## src/rtl/sdram_arbiter_pkg.sv

```systemverilog
// Shared types and sizing helpers for the SDRAM port arbiter.
// Widths depend on each instance's parameters, so they are computed by the functions below.
package sdram_arb_pkg;

  typedef enum logic [1:0] {
    IDLE    = 2'd0,
    ISSUE   = 2'd1,
    WAIT_RD = 2'd2,
    WAIT_WR = 2'd3
  } arb_state_t;

  // Grant index width; a single-bit index is kept even for one client.
  function automatic int idx_width(input int n_clients);
    return (n_clients > 1) ? $clog2(n_clients) : 1;
  endfunction

  // Bits needed for a down-counter that is loaded with max_count.
  function automatic int cnt_width(input int max_count);
    return (max_count > 1) ? $clog2(max_count + 1) : 1;
  endfunction

endpackage

```

## src/rtl/sdram_arbiter_if.sv

```systemverilog
// Client request/response bus and sdram_ctrl burst port of the arbiter.
// The arbiter uses the slave view; client logic and the controller model use the master view.
interface sdram_arbiter_if #(
  parameter int NumClients  = 2,
  parameter int AddrWidth   = 22,
  parameter int DataWidth   = 16,
  parameter int BurstLength = 4
);

  localparam int BurstW = BurstLength * DataWidth;

  logic [NumClients-1:0]                 i_req;
  logic [NumClients-1:0]                 i_we;
  logic [NumClients-1:0][AddrWidth-1:0]  i_addr;
  logic [NumClients-1:0][BurstW-1:0]     i_wdata;
  logic [NumClients-1:0]                 o_ack;
  logic [NumClients-1:0]                 o_rvalid;
  logic [BurstW-1:0]                     o_rdata;
  logic                                  o_err;
  logic                                  o_busy;

  logic                                  o_wr_req;
  logic                                  o_rd_req;
  logic [AddrWidth-1:0]                  o_wr_addr;
  logic [AddrWidth-1:0]                  o_rd_addr;
  logic [BurstW-1:0]                     o_wr_data;
  logic [BurstW-1:0]                     i_rd_data;
  logic                                  i_rd_rdy;

  modport slave (
    input  i_req, i_we, i_addr, i_wdata, i_rd_data, i_rd_rdy,
    output o_ack, o_rvalid, o_rdata, o_err, o_busy,
    output o_wr_req, o_rd_req, o_wr_addr, o_rd_addr, o_wr_data
  );

  modport master (
    output i_req, i_we, i_addr, i_wdata, i_rd_data, i_rd_rdy,
    input  o_ack, o_rvalid, o_rdata, o_err, o_busy,
    input  o_wr_req, o_rd_req, o_wr_addr, o_rd_addr, o_wr_data
  );

endinterface

```

## src/rtl/sdram_arbiter_rr_arbiter.sv

```systemverilog
// Round-robin request picker: searches from last_grant+1 upward, wrapping modulo NumClients.
// The pointer moves only when the caller enables it and someone is actually requesting.
module rr_arbiter
  import sdram_arb_pkg::*;
#(
  parameter int NumClients = 2,
  localparam int IdxW = idx_width(NumClients)
) (
  input  logic                  clk,
  input  logic                  rst_n,
  input  logic [NumClients-1:0] i_req,
  input  logic                  i_en,
  output logic [NumClients-1:0] o_grant,
  output logic [IdxW-1:0]       o_grant_idx
);

  logic [IdxW-1:0] last_grant_q, last_grant_d;
  logic [IdxW-1:0] cand;
  logic            found;

  always_comb begin
    found       = 1'b0;
    cand        = '0;
    o_grant_idx = '0;
    for (int k = 1; k <= NumClients; k++) begin
      cand = IdxW'((int'(last_grant_q) + k) % NumClients);
      if (!found && i_req[cand]) begin
        found       = 1'b1;
        o_grant_idx = cand;
      end
    end
    o_grant      = found ? (NumClients'(1) << o_grant_idx) : '0;
    last_grant_d = (i_en && found) ? o_grant_idx : last_grant_q;
  end

  // Reset points at the last client so client 0 is searched first.
  always_ff @(posedge clk) begin
    if (!rst_n) begin
      last_grant_q <= IdxW'(NumClients - 1);
    end else begin
      last_grant_q <= last_grant_d;
    end
  end

endmodule

```

## src/rtl/sdram_arbiter.sv

```systemverilog
// Shares one sdram_ctrl burst port among NumClients requesters, one operation at a time.
// Grant is held until the read returns (or times out) or the write recovery count expires.
module sdram_arbiter
  import sdram_arb_pkg::*;
#(
  parameter int NumClients  = 2,
  parameter int AddrWidth   = 22,
  parameter int DataWidth   = 16,
  parameter int BurstLength = 4,
  parameter int WrRecovery  = 16,
  parameter int RdTimeout   = 255
) (
  input logic            i_sys_clk,
  input logic            i_rst_n,
  sdram_arbiter_if.slave bus
);

  localparam int IdxW   = idx_width(NumClients);
  localparam int WrCntW = cnt_width(WrRecovery - 1);
  localparam int ToCntW = cnt_width(RdTimeout - 1);
  localparam int BurstW = BurstLength * DataWidth;

  localparam logic [1:0] ST_IDLE    = IDLE;
  localparam logic [1:0] ST_ISSUE   = ISSUE;
  localparam logic [1:0] ST_WAIT_RD = WAIT_RD;
  localparam logic [1:0] ST_WAIT_WR = WAIT_WR;

  logic [1:0]            state_q, state_d;
  logic [IdxW-1:0]       gidx_q, gidx_d;
  logic                  we_q, we_d;
  logic [WrCntW-1:0]     wr_cnt_q, wr_cnt_d;
  logic [ToCntW-1:0]     to_cnt_q, to_cnt_d;
  logic [NumClients-1:0] ack_q, ack_d;
  logic [NumClients-1:0] rvalid_q, rvalid_d;
  logic [BurstW-1:0]     rdata_q, rdata_d;
  logic                  err_q, err_d;
  logic                  busy_q, busy_d;
  logic                  wr_req_q, wr_req_d;
  logic                  rd_req_q, rd_req_d;
  logic [AddrWidth-1:0]  wr_addr_q, wr_addr_d;
  logic [AddrWidth-1:0]  rd_addr_q, rd_addr_d;
  logic [BurstW-1:0]     wr_data_q, wr_data_d;

  logic                  arb_en;
  logic [NumClients-1:0] grant;
  logic [IdxW-1:0]       grant_idx;

  rr_arbiter #(
    .NumClients (NumClients)
  ) u_rr_arbiter (
    .clk         (i_sys_clk),
    .rst_n       (i_rst_n),
    .i_req       (bus.i_req),
    .i_en        (arb_en),
    .o_grant     (grant),
    .o_grant_idx (grant_idx)
  );

  // Strobes and pulses are computed one cycle ahead so every output comes straight from a flop.
  always_comb begin
    state_d   = state_q;
    gidx_d    = gidx_q;
    we_d      = we_q;
    wr_cnt_d  = wr_cnt_q;
    to_cnt_d  = to_cnt_q;
    ack_d     = '0;
    rvalid_d  = '0;
    rdata_d   = rdata_q;
    err_d     = 1'b0;
    wr_req_d  = 1'b0;
    rd_req_d  = 1'b0;
    wr_addr_d = wr_addr_q;
    rd_addr_d = rd_addr_q;
    wr_data_d = wr_data_q;
    arb_en    = 1'b0;

    case (state_q)
      ST_IDLE: begin
        arb_en = 1'b1;
        if (|bus.i_req) begin
          gidx_d = grant_idx;
          we_d   = bus.i_we[grant_idx];
          ack_d  = grant;
          if (bus.i_we[grant_idx]) begin
            wr_req_d  = 1'b1;
            wr_addr_d = bus.i_addr[grant_idx];
            wr_data_d = bus.i_wdata[grant_idx];
          end else begin
            rd_req_d  = 1'b1;
            rd_addr_d = bus.i_addr[grant_idx];
          end
          state_d = ST_ISSUE;
        end
      end

      ST_ISSUE: begin
        if (we_q) begin
          wr_cnt_d = WrCntW'(WrRecovery - 1);
          state_d  = ST_WAIT_WR;
        end else begin
          to_cnt_d = ToCntW'(RdTimeout - 1);
          state_d  = ST_WAIT_RD;
        end
      end

      ST_WAIT_WR: begin
        if (wr_cnt_q == '0) begin
          state_d = ST_IDLE;
        end else begin
          wr_cnt_d = wr_cnt_q - 1'b1;
        end
      end

      // A ready arriving on the last allowed cycle still completes the read.
      ST_WAIT_RD: begin
        if (bus.i_rd_rdy) begin
          rdata_d  = bus.i_rd_data;
          rvalid_d = NumClients'(1) << gidx_q;
          state_d  = ST_IDLE;
        end else if (to_cnt_q == '0) begin
          err_d   = 1'b1;
          state_d = ST_IDLE;
        end else begin
          to_cnt_d = to_cnt_q - 1'b1;
        end
      end

      default: state_d = ST_IDLE;
    endcase

    busy_d = (state_d != ST_IDLE);
  end

  always_ff @(posedge i_sys_clk) begin
    if (!i_rst_n) begin
      state_q   <= ST_IDLE;
      gidx_q    <= '0;
      we_q      <= 1'b0;
      wr_cnt_q  <= '0;
      to_cnt_q  <= '0;
      ack_q     <= '0;
      rvalid_q  <= '0;
      rdata_q   <= '0;
      err_q     <= 1'b0;
      busy_q    <= 1'b0;
      wr_req_q  <= 1'b0;
      rd_req_q  <= 1'b0;
      wr_addr_q <= '0;
      rd_addr_q <= '0;
      wr_data_q <= '0;
    end else begin
      state_q   <= state_d;
      gidx_q    <= gidx_d;
      we_q      <= we_d;
      wr_cnt_q  <= wr_cnt_d;
      to_cnt_q  <= to_cnt_d;
      ack_q     <= ack_d;
      rvalid_q  <= rvalid_d;
      rdata_q   <= rdata_d;
      err_q     <= err_d;
      busy_q    <= busy_d;
      wr_req_q  <= wr_req_d;
      rd_req_q  <= rd_req_d;
      wr_addr_q <= wr_addr_d;
      rd_addr_q <= rd_addr_d;
      wr_data_q <= wr_data_d;
    end
  end

  assign bus.o_ack     = ack_q;
  assign bus.o_rvalid  = rvalid_q;
  assign bus.o_rdata   = rdata_q;
  assign bus.o_err     = err_q;
  assign bus.o_busy    = busy_q;
  assign bus.o_wr_req  = wr_req_q;
  assign bus.o_rd_req  = rd_req_q;
  assign bus.o_wr_addr = wr_addr_q;
  assign bus.o_rd_addr = rd_addr_q;
  assign bus.o_wr_data = wr_data_q;

endmodule

```

## src/flat_wrapper.sv

```systemverilog
// flat-port wrapper written by rule: the top's interface ports become plain ports
module sdram_arbiter_flat import sdram_arb_pkg::*;
#(
  parameter int NumClients  = 2,
  parameter int AddrWidth   = 22,
  parameter int DataWidth   = 16,
  parameter int BurstLength = 4,
  parameter int WrRecovery  = 16,
  parameter int RdTimeout   = 255
)
  (i_sys_clk, i_rst_n, bus_i_req, bus_i_we, bus_i_addr, bus_i_wdata, bus_i_rd_data, bus_i_rd_rdy, bus_o_ack, bus_o_rvalid, bus_o_rdata, bus_o_err, bus_o_busy, bus_o_wr_req, bus_o_rd_req, bus_o_wr_addr, bus_o_rd_addr, bus_o_wr_data);
  sdram_arbiter_if #(.NumClients(NumClients), .AddrWidth(AddrWidth), .DataWidth(DataWidth), .BurstLength(BurstLength)) bus_i ();
  input logic i_sys_clk;
  input logic i_rst_n;
  input wire logic [$bits(bus_i.i_req)-1:0] bus_i_req;
  input wire logic [$bits(bus_i.i_we)-1:0] bus_i_we;
  input wire logic [$bits(bus_i.i_addr)-1:0] bus_i_addr;
  input wire logic [$bits(bus_i.i_wdata)-1:0] bus_i_wdata;
  input wire logic [$bits(bus_i.i_rd_data)-1:0] bus_i_rd_data;
  input wire logic [$bits(bus_i.i_rd_rdy)-1:0] bus_i_rd_rdy;
  output wire logic [$bits(bus_i.o_ack)-1:0] bus_o_ack;
  output wire logic [$bits(bus_i.o_rvalid)-1:0] bus_o_rvalid;
  output wire logic [$bits(bus_i.o_rdata)-1:0] bus_o_rdata;
  output wire logic [$bits(bus_i.o_err)-1:0] bus_o_err;
  output wire logic [$bits(bus_i.o_busy)-1:0] bus_o_busy;
  output wire logic [$bits(bus_i.o_wr_req)-1:0] bus_o_wr_req;
  output wire logic [$bits(bus_i.o_rd_req)-1:0] bus_o_rd_req;
  output wire logic [$bits(bus_i.o_wr_addr)-1:0] bus_o_wr_addr;
  output wire logic [$bits(bus_i.o_rd_addr)-1:0] bus_o_rd_addr;
  output wire logic [$bits(bus_i.o_wr_data)-1:0] bus_o_wr_data;
  assign bus_i.i_req = bus_i_req;
  assign bus_i.i_we = bus_i_we;
  assign bus_i.i_addr = bus_i_addr;
  assign bus_i.i_wdata = bus_i_wdata;
  assign bus_i.i_rd_data = bus_i_rd_data;
  assign bus_i.i_rd_rdy = bus_i_rd_rdy;
  assign bus_o_ack = bus_i.o_ack;
  assign bus_o_rvalid = bus_i.o_rvalid;
  assign bus_o_rdata = bus_i.o_rdata;
  assign bus_o_err = bus_i.o_err;
  assign bus_o_busy = bus_i.o_busy;
  assign bus_o_wr_req = bus_i.o_wr_req;
  assign bus_o_rd_req = bus_i.o_rd_req;
  assign bus_o_wr_addr = bus_i.o_wr_addr;
  assign bus_o_rd_addr = bus_i.o_rd_addr;
  assign bus_o_wr_data = bus_i.o_wr_data;
  sdram_arbiter #(.NumClients(NumClients), .AddrWidth(AddrWidth), .DataWidth(DataWidth), .BurstLength(BurstLength), .WrRecovery(WrRecovery), .RdTimeout(RdTimeout)) u_core (.i_sys_clk(i_sys_clk), .i_rst_n(i_rst_n), .bus(bus_i));
endmodule
```

## config.mk

```make
export PLATFORM = sky130hd
export DESIGN_NAME = sdram_arbiter_flat
export DESIGN_NICKNAME = d
export VERILOG_FILES = /design/src/rtl/sdram_arbiter_pkg.sv /design/src/rtl/sdram_arbiter_if.sv /design/src/rtl/sdram_arbiter_rr_arbiter.sv /design/src/rtl/sdram_arbiter.sv /design/src/flat_wrapper.sv
export SDC_FILE = /design/constraint.sdc
export NUM_CORES = 1
export LEC_CHECK = 0
export ABC_AREA = 0
export BUFFER_PORTS_ARGS = -buffer_cell sky130_fd_sc_hd__buf_2
export CAP_MARGIN = 20
export CORE_AREA = 2 2 166 168
export CTS_CLUSTER_DIAMETER = 60
export CTS_CLUSTER_SIZE = 28
export DETAILED_ROUTE_END_ITERATION = 8
export DIE_AREA = 0 0 168 170
export GPL_ROUTABILITY_DRIVEN = 0
export PLACE_DENSITY = 0.6
export SLEW_MARGIN = 0
export SYNTH_ARGS = -nofsm -noshare
export SYNTH_HDL_FRONTEND = slang
export SYNTH_HIERARCHICAL = 1
export SYNTH_SLANG_ARGS = --single-unit
```

## constraint.sdc

```tcl
create_clock -name i_sys_clk -period 2.1 [get_ports i_sys_clk]
set_clock_uncertainty 0.15 [all_clocks]
set_input_delay 0.315 -clock i_sys_clk [delete_from_list [all_inputs] [get_ports i_sys_clk]]
set_output_delay 0.315 -clock i_sys_clk [all_outputs]
set_load 0.05 [all_outputs]
```

After elaboration in Yosys (flattened, before gate mapping)
Index checks and enable logic that the tools add are counted.

cells by class
  mux-type cells = 31
  bitwise gates (word level) = 3
  $lt $le $gt $ge = 3
  shift-type cells = 2
  eq/ne operators = 8
  add/subtract/negate cells = 4
  reduce and logical (&&, ||, !) cells = 20

operators by type and width
  cell                                                                  number
  64-bit 2-to-1 mux                                                     2
  22-bit 2-to-1 mux                                                     2
  8-bit 2-to-1 mux                                                      3
  8-bit case mux with 2 select lines                                    1
  1-bit 2-to-1 mux                                                      15
  3-bit AND reduction                                                   5
  8-bit zero test                                                       1
  2-bit 2-to-1 mux                                                      4
  4-bit 2-to-1 mux                                                      2
  2-bit inequality test, second input constant                          4
  2-bit case mux with 4 select lines                                    1
  4-bit case mux with 2 select lines                                    1
  4-bit AND reduction                                                   2
  8-bit by 1-bit subtractor with 8-bit output, second input constant    1
  1-bit by 2-bit < comparator with 1-bit output, second input constant  3
  2-bit nonzero test                                                    3
  2-bit equality test, second input constant                            2
  4-bit zero test                                                       1
  2-bit AND reduction                                                   2
  1-bit by 1-bit left shift with 2-bit output, first input constant     2
  4-bit by 1-bit subtractor with 4-bit output, second input constant    1
  1-bit inverter                                                        3
  3-bit OR reduction                                                    1
  1-bit adder, second input constant                                    2
  other kinds (6)                                                       7

storage, ports and cells
  input bits = 243
  register bits after elaboration = 197
  word-level logic and storage cells = 87
  output and inout port bits = 180

Depth between registers and ports, before layout
Gate-level depths: netlist (run 1).

  word-level depth = 11
  gate-level depth with buffers = 8

Hierarchy
The synthesis (run 1) kept the hierarchy.

modules (own cells, without submodules)
  module         area each (µm²)  instances  seq. area each (µm²)  cells each
  sdram_arbiter  7638.6           1          3923.8                827
  rr_arbiter     66.3             1          20.0                  8

Least setup slack after synthesis (run 1)
No wires, ideal clock.

  path kind = register to register
  from = reg u_core.to_cnt_q[0]
  to = reg u_core.to_cnt_q[2]
  buffers on the path = 0
  required time = 1.830 ns
  period minus slack after synthesis = 1.810 ns
  arrival = 1.541 ns
  stages on the path, launching flop included = 7
  library setup time = 0.120 ns
  slack = 0.290 ns
  cells stage by stage = dfxtp_1 > inv_1 > ha_1 > or4b_4 > o21ai_4 > nor3b_1 > o31a_1

on the way
  word-level cells in the longest chain between the ends = 4
  elaborated cells on any way between the ends = 7

RTL lines
  item                                         RTL line              text
  start, declared                              sdram_arbiter.sv:32   logic [ToCntW-1:0] to_cnt_q, to_cnt_d;
  start signal, assigned                       sdram_arbiter.sv:156  to_cnt_q <= to_cnt_d;
  8-bit by 1-bit subtractor with 8-bit output  sdram_arbiter.sv:124  to_cnt_d = to_cnt_q - 1'b1;
  8-bit 2-to-1 mux                             sdram_arbiter.sv:120  end else if (to_cnt_q == '0) begin
  8-bit 2-to-1 mux                             sdram_arbiter.sv:116  if (bus.i_rd_rdy) begin
  8-bit case mux with 2 select lines           sdram_arbiter.sv:77   case (state_q)

Parallel ways exist; a longest one is shown, timed or not. The select of a mux whose other input is x is not followed.
A chain may end at the register's enable or synchronous reset.

Worst setup path after layout (run 1)
  from = reg u_core.to_cnt_q[1]
  to = reg u_core.to_cnt_q[2]

Same word-level chain as after synthesis.

==> metrics, run 1 <==
Worst Setup EP u_core/to_cnt_q[2]$_SDFFE_PN0P_; reg2reg start u_core/to_cnt_q[1]$_SDFFE_PN0P_; r2r setup slk 120 ps; io pins 423; Worst Path Required 2270 ps; GR Overflow Total 0; Largest stage delay, worst path 510 ps; final worst setup slack 125 ps; Slew headroom 0.649; Seq/Total Area, Yosys 0.512; antenna violations before repair 0; total power 10.5 mW; DRC 0; Post-Place Worst Slack 22.5 ps; peak supply drop 0.507 mV; hold depth 3; final setup vio count 0; clock sinks 197; DRT Wirelength 25,600 um; Die Area 28,600 um^2; Final #Nets 1,549; Initial Util 0.289; WS Path Type flip-flop to flip-flop; setup TNS 0 ps; routed length per placed instance 15.5 um; number of global-route vias before repair 7,285; Cell Rows 60; Clock Path Buffers 2; H-tree depth 4; area grow syn2layout 50.6%; Unique masters post-synth 40; IO Port Bufs 422; Lkg Pwr 5.25 nW; Die X 168 um; Mapped Area 7700 um^2; first-pass GRT wire length 38,300 um; Worst Hold Class input pin to flip-flop; Syn Nets 1,080; number of flops mapped to enable cells by yosys 0; gr usage total 0.168; r2r worst-path depth 6; FF-to-FF End u_core/to_cnt_q[2]$_SDFFE_PN0P_; DP Area 10,300 um^2; synthesis-stage register bit count 197; Data arrival, critical path 2140 ps; Multi-input gate area 3450 um^2; layout filler cell count 2,623; Core ar. 26,700 um^2; minimum clock period 1980 ps; Ant. Diodes 0; status completed; drt initial violations 278; Final Max Tran Viols 0; Seq. cell area 3950 um^2; crit path from u_core/to_cnt_q[1]$_SDFFE_PN0P_; dpl cells 1,559; dominant synthesized flop cell dfxtp_1; Mapped Cells 835; Synth Area per Inst 9.23 um^2; Worst-Margin Slew 525 ps; die height 170 um; Synth Warn # 6; HPWL Detailed 18,400 um; Max-Cap Viols 0; vias 7,630; slowest CP cell or4b_4; Final Cycle Share 0.941; Routed Antenna Nets 0; post-route cell area 11,600 um^2; TritonCTS buffer count 17; clock latency on the worst-skew pair 420 ps; Hold Vio Cnt, Final 0; TritonCTS clock tree built; WP depth 6; DRT Pass-1 Iters 4; Worst Path Max Fanout 6; vias per inst 4.60; pin count of the biggest net entering global routing 84; final non-filler cell total 1,657; layout cells sized above 1 0.381; Async SR Flop Fraction 0; Setup crit end kind flip-flop; CP Buf/Inv Count 1; CP cell instances inv_1 -> ha_2 -> or4b_4 -> o21ai_4 -> nor3b_1 -> o31a_1; CP Launch Type flip-flop; fmax 0.506 GHz; unrepaired setup endpoints after global routing no; power density cells 907 nW/um^2; delay-heaviest family, CP simple AND/OR/NAND/NOR gates; root buf cell clkbuf_16; Clock Pin Slew Worst Setup and Hold Paths 80 ps
## report_power, final
part           switching (mW)  internal (mW)  total [mW]
clock                    1.59           1.70        3.29
combinational            1.98          0.974        2.95
sequential              0.200           4.07        4.27
## flip-flops by register name, indices dropped and copies added, names as in the netlist
signal and count:
u_core/bus.o_rdata 64, u_core/bus.o_wr_data 64, u_core/bus.o_rd_addr 22, u_core/bus.o_wr_addr 22, u_core/to_cnt_q 8, u_core/wr_cnt_q 4
u_core/bus.o_ack 2, u_core/bus.o_rvalid 2, u_core/state_q 2, u_core/bus.o_busy 1, u_core/bus.o_err 1, u_core/bus.o_rd_req 1
u_core/bus.o_wr_req 1, u_core/gidx_q 1, u_core/u_rr_arbiter/last_grant_q 1, u_core/we_q 1
## timing repair
action | in CTS | in global routing
gates resized for setup | 0 | 4
buffers inserted | 0 | 4
endpoints found under the hold margin | 62 | 0
setup endpoints to repair | 0 | 2
hold buffers | 62 | 0
## cell usage after synthesis, drive strengths merged, types with 4 or more instances
cell type	count	area (um^2)
a21oi	75	375
nand2	137	514
dfxtp	197	3940
buf	37	205
nor2	98	368
o21ai	5	40.0
a211oi	89	668
a21boi	4	30.0
mux2i	88	881
and3	5	31.3
clkbuf	31	116
o2bb2ai	22	193
inv	8	30.0
## routing by layer
metal  routed length, um  global-route usage
met5                   0                   0
met4                 250              0.0374
met3                1600              0.0423
met2               12900               0.304
met1               10900               0.200
## worst reg2reg max path: cells and delay by family (launching register included)
family,cells,cell delay (ps)
AOI/OAI and AO/OA,2,500
buffers and inverters,1,80
adders and majority gates,1,200
DFF,1,330
and+or+nand+nor,2,600
## cells in the final DEF (no fill, tap or decap), types with 5 or more instances in the layout
| master | synthesis | routed |
|---|---|---|
| inv_8 | 0 | 5 |
| dlygate4sd3_1 | 0 | 62 |
| mux2i_1 | 88 | 87 |
| o2bb2ai_1 | 22 | 22 |
| dfxtp_1 | 197 | 196 |
| inv_1 | 8 | 7 |
| nand2_1 | 137 | 136 |
| a211oi_1 | 89 | 88 |
| buf_4 | 9 | 21 |
| buf_2 | 26 | 422 |
| nor2_1 | 98 | 98 |
| and3_1 | 5 | 5 |
| a21oi_1 | 75 | 74 |
| clkbuf_16 | 0 | 18 |
| buf_12 | 0 | 12 |
## stage by stage
stage / hold WS, ps / utilization
6_report: 26.0 / 0.435
3_5_place_dp: 292 / 0.387
5_1_grt: 19.3 / 0.435
2_1_floorplan: 224 / -
3_3_place_gp: 288 / 0.387
4_1_cts: 4.08 / 0.433
## worst min-delay path by stage
stage                                                    start                                            end  slack [ps]
after floorplan                                        i_rst_n  u_core/u_rr_arbiter/last_grant_q$_SDFFE_PN1P_         220
after global placement     u_core/bus.o_rdata[54]$_SDFFE_PN0P_            u_core/bus.o_rdata[54]$_SDFFE_PN0P_         290
after detailed placement  u_core/bus.o_rd_addr[7]$_SDFFE_PN0P_           u_core/bus.o_rd_addr[7]$_SDFFE_PN0P_         290
after CTS                                       bus_i_addr[13]          u_core/bus.o_rd_addr[13]$_SDFFE_PN0P_           4
after global routing                            bus_i_addr[14]          u_core/bus.o_rd_addr[14]$_SDFFE_PN0P_          20
final                                           bus_i_addr[14]          u_core/bus.o_rd_addr[14]$_SDFFE_PN0P_          30
## cell type report
class / count / area share
Clock buffer: 17 / 0.0367
Clock inverter: 14 / 0.0143
Inverter: 8 / 0.00280
Multi-Input combinational cell: 562 / 0.297
Sequential cell: 197 / 0.340
Tap cell: 341 / 0.0368
Timing Repair Buffer: 518 / 0.272
## cells by family after synthesis
| logic type | synth area share |
|---|---|
| compound gates | 0.183 |
| buf+inv | 0.0456 |
| simple gates | 0.140 |
| flops | 0.512 |
| mux | 0.114 |
| xor+xnor | 0.00114 |
| fa+ha+maj | 0.00325 |
Power figures use the tool's default switching activity.
==> run 2, diff against run 1 <==
--- a/config.mk
+++ b/config.mk
@@ -9,12 +9,13 @@
 export BUFFER_PORTS_ARGS = -buffer_cell sky130_fd_sc_hd__buf_2
 export CAP_MARGIN = 20
 export CORE_AREA = 2 2 166 168
-export CTS_CLUSTER_DIAMETER = 60
+export CTS_CLUSTER_DIAMETER = 50
 export CTS_CLUSTER_SIZE = 28
 export DETAILED_ROUTE_END_ITERATION = 8
 export DIE_AREA = 0 0 168 170
 export GPL_ROUTABILITY_DRIVEN = 0
-export PLACE_DENSITY = 0.6
+export PLACE_DENSITY = 0.56
+export SKIP_LAST_GASP = 1
 export SLEW_MARGIN = 0
 export SYNTH_ARGS = -nofsm -noshare
 export SYNTH_HDL_FRONTEND = slang
==> metrics, run 2 (synthesis gave the netlist of run 1 again) <==
DRT Pass-1 Iters 4 (unchanged); vias 7,554 (-1.0%); slowest CP cell or4b_4; r2r worst-path depth 6 (unchanged); area grow syn2layout 49.0%; Cell Rows 60 (unchanged); clock sinks 197 (unchanged); Final #Nets 1,542 (-0.45%); hold depth 3 (unchanged); number of global-route vias before repair 6,842 (-6.1%); CP Launch Type flip-flop; GR Overflow Total 0 (unchanged); Worst-Margin Slew 524 ps (-0.842 ps); Ant. Diodes 0 (unchanged); power density cells 898 nW/um^2 (-0.93%); Setup crit end kind flip-flop; CP Buf/Inv Count 1 (unchanged); peak supply drop 0.393 mV (-22%); Die Area 28,600 um^2 (unchanged); layout filler cell count 2,670 (+1.8%); fmax 0.508 GHz (+0.39%); Die X 168 um (unchanged); CTS resizes 0 (unchanged); first-pass GRT wire length 37,100 um (-3.2%); drt initial violations 334 (+20%); die height 170 um (unchanged); HPWL Detailed 18,400 um (-0.47%); unrepaired setup endpoints after global routing no; minimum clock period 1970 ps (-7.75 ps); Hold Vio Cnt, Final 0 (unchanged); most common cell after layout, fill and taps aside buf_2; Slew headroom 0.649 (about the same); WS Path Type flip-flop to flip-flop; vias per inst 4.58 (-0.58%); DRC 0 (unchanged); antenna violations before repair 1 (+1); Multi-input gate area 3440 um^2 (-0.33%); CP cell instances inv_1 -> ha_1 -> or4b_4 -> o21ai_4 -> nor3b_1 -> o31a_1; TritonCTS buffer count 17 (unchanged); Worst Path Max Fanout 7 (+1); final non-filler cell total 1,650 (-0.42%); H-tree depth 4 (unchanged); Max-Cap Viols 0 (unchanged); DRT Wirelength 24,900 um (-2.8%); Largest stage delay, worst path 510 ps (about the same); Clock Path Buffers 2 (unchanged); Routed Antenna Nets 0 (unchanged); Lkg Pwr 5.19 nW (-1.1%); clock latency on the worst-skew pair 430 ps (about the same); Clock Pin Slew Worst Setup and Hold Paths 80 ps (about the same); final setup vio count 0 (unchanged); Worst Hold Class input pin to flip-flop; IO Port Bufs 422 (unchanged); Initial Util 0.289 (unchanged); dpl cells 1,556 (-0.19%); total power 10.3 mW (-2.0%); Final Cycle Share 0.937 (-0.00369); layout cells sized above 1 0.374 (-0.00713); root buf cell clkbuf_16; delay-heaviest family, CP simple AND/OR/NAND/NOR gates; io pins 423 (unchanged); setup TNS 0 ps (unchanged); Seq. cell area 3940 um^2 (about the same); pin count of the biggest net entering global routing 72 (-14%); most frequent cells in the layout buf_2 (422), dfxtp_1 (197), nand2_1 (136), nor2_1 (98), a211oi_1 (89); WP depth 6 (unchanged); Final Max Tran Viols 0 (unchanged); Core ar. 26,700 um^2 (unchanged); status completed; gr usage total 0.164 (-0.00409); TritonCTS clock tree built; Data arrival, critical path 2130 ps (about the same); routed length per placed instance 15.1 um (-2.4%); Worst Path Required 2270 ps (about the same)
[run 2: what timing repair did]
action | CTS | global route
hold buffers | 63 | 0
setup endpoints to repair | 0 | 0
buffers inserted | 0 | 0
endpoints found under the hold margin | 63 | 0
[run 2: power by group]
group | internal [mW] | leakage, nW | switching (mW)
clock | 1.57 | 0.274 | 1.59
sequential | 4.07 | 1.61 | 0.190
combinational | 0.926 | 3.30 | 1.96
total | 6.57 | 5.19 | 3.74
[run 2: worst register-to-register path, delay by kind of cell, from the launching register on]
family | cells | cell delay [ps]
fa+ha+maj | 1 | 200
simple gates | 2 | 590
compound gates | 2 | 490
buf+inv | 1 | 90
flops | 1 | 340
[run 2: metal layers]
layer  GRT usage  share of wire  vias up
met2       0.290           0.50      249
li1            -              -     3858
met3      0.0405          0.057       24
met1       0.198           0.43     3421
met4      0.0439          0.015        2
met5           0        0.00052        -
[run 2: area by class of cell]
type                            instances  area share
Clock inverter                         14      0.0120
Inverter                                8     0.00283
Sequential cell                       197       0.344
Tap cell                              341      0.0372
Multi-Input combinational cell        562       0.299
Clock buffer                           17      0.0371
Timing Repair Buffer                  511       0.268
[run 2: final timing paths]
kind	start	end	slack, ps
max	u_core/to_cnt_q[0]$_SDFFE_PN0P_	u_core/to_cnt_q[2]$_SDFFE_PN0P_	130
min	bus_i_addr[15]	u_core/bus.o_rd_addr[15]$_SDFFE_PN0P_	30
max reg2reg	u_core/to_cnt_q[0]$_SDFFE_PN0P_	u_core/to_cnt_q[2]$_SDFFE_PN0P_	130
min reg2reg	u_core/bus.o_rdata[21]$_SDFFE_PN0P_	u_core/bus.o_rdata[21]$_SDFFE_PN0P_	300
[run 2: metrics by stage]
step | hold slack [ps] | cell area (um^2) | util | worst slack (ps)
3_3_place_gp | 288 | 10300 | 0.386 | 158
3_5_place_dp | 293 | 10300 | 0.386 | 83.7
2_1_floorplan | 224 | 7700 | - | 290
4_1_cts | 9.44 | 11500 | 0.431 | 136
6_report | 30.8 | 11500 | 0.431 | 132
5_1_grt | 32.6 | 11500 | 0.431 | 13.3
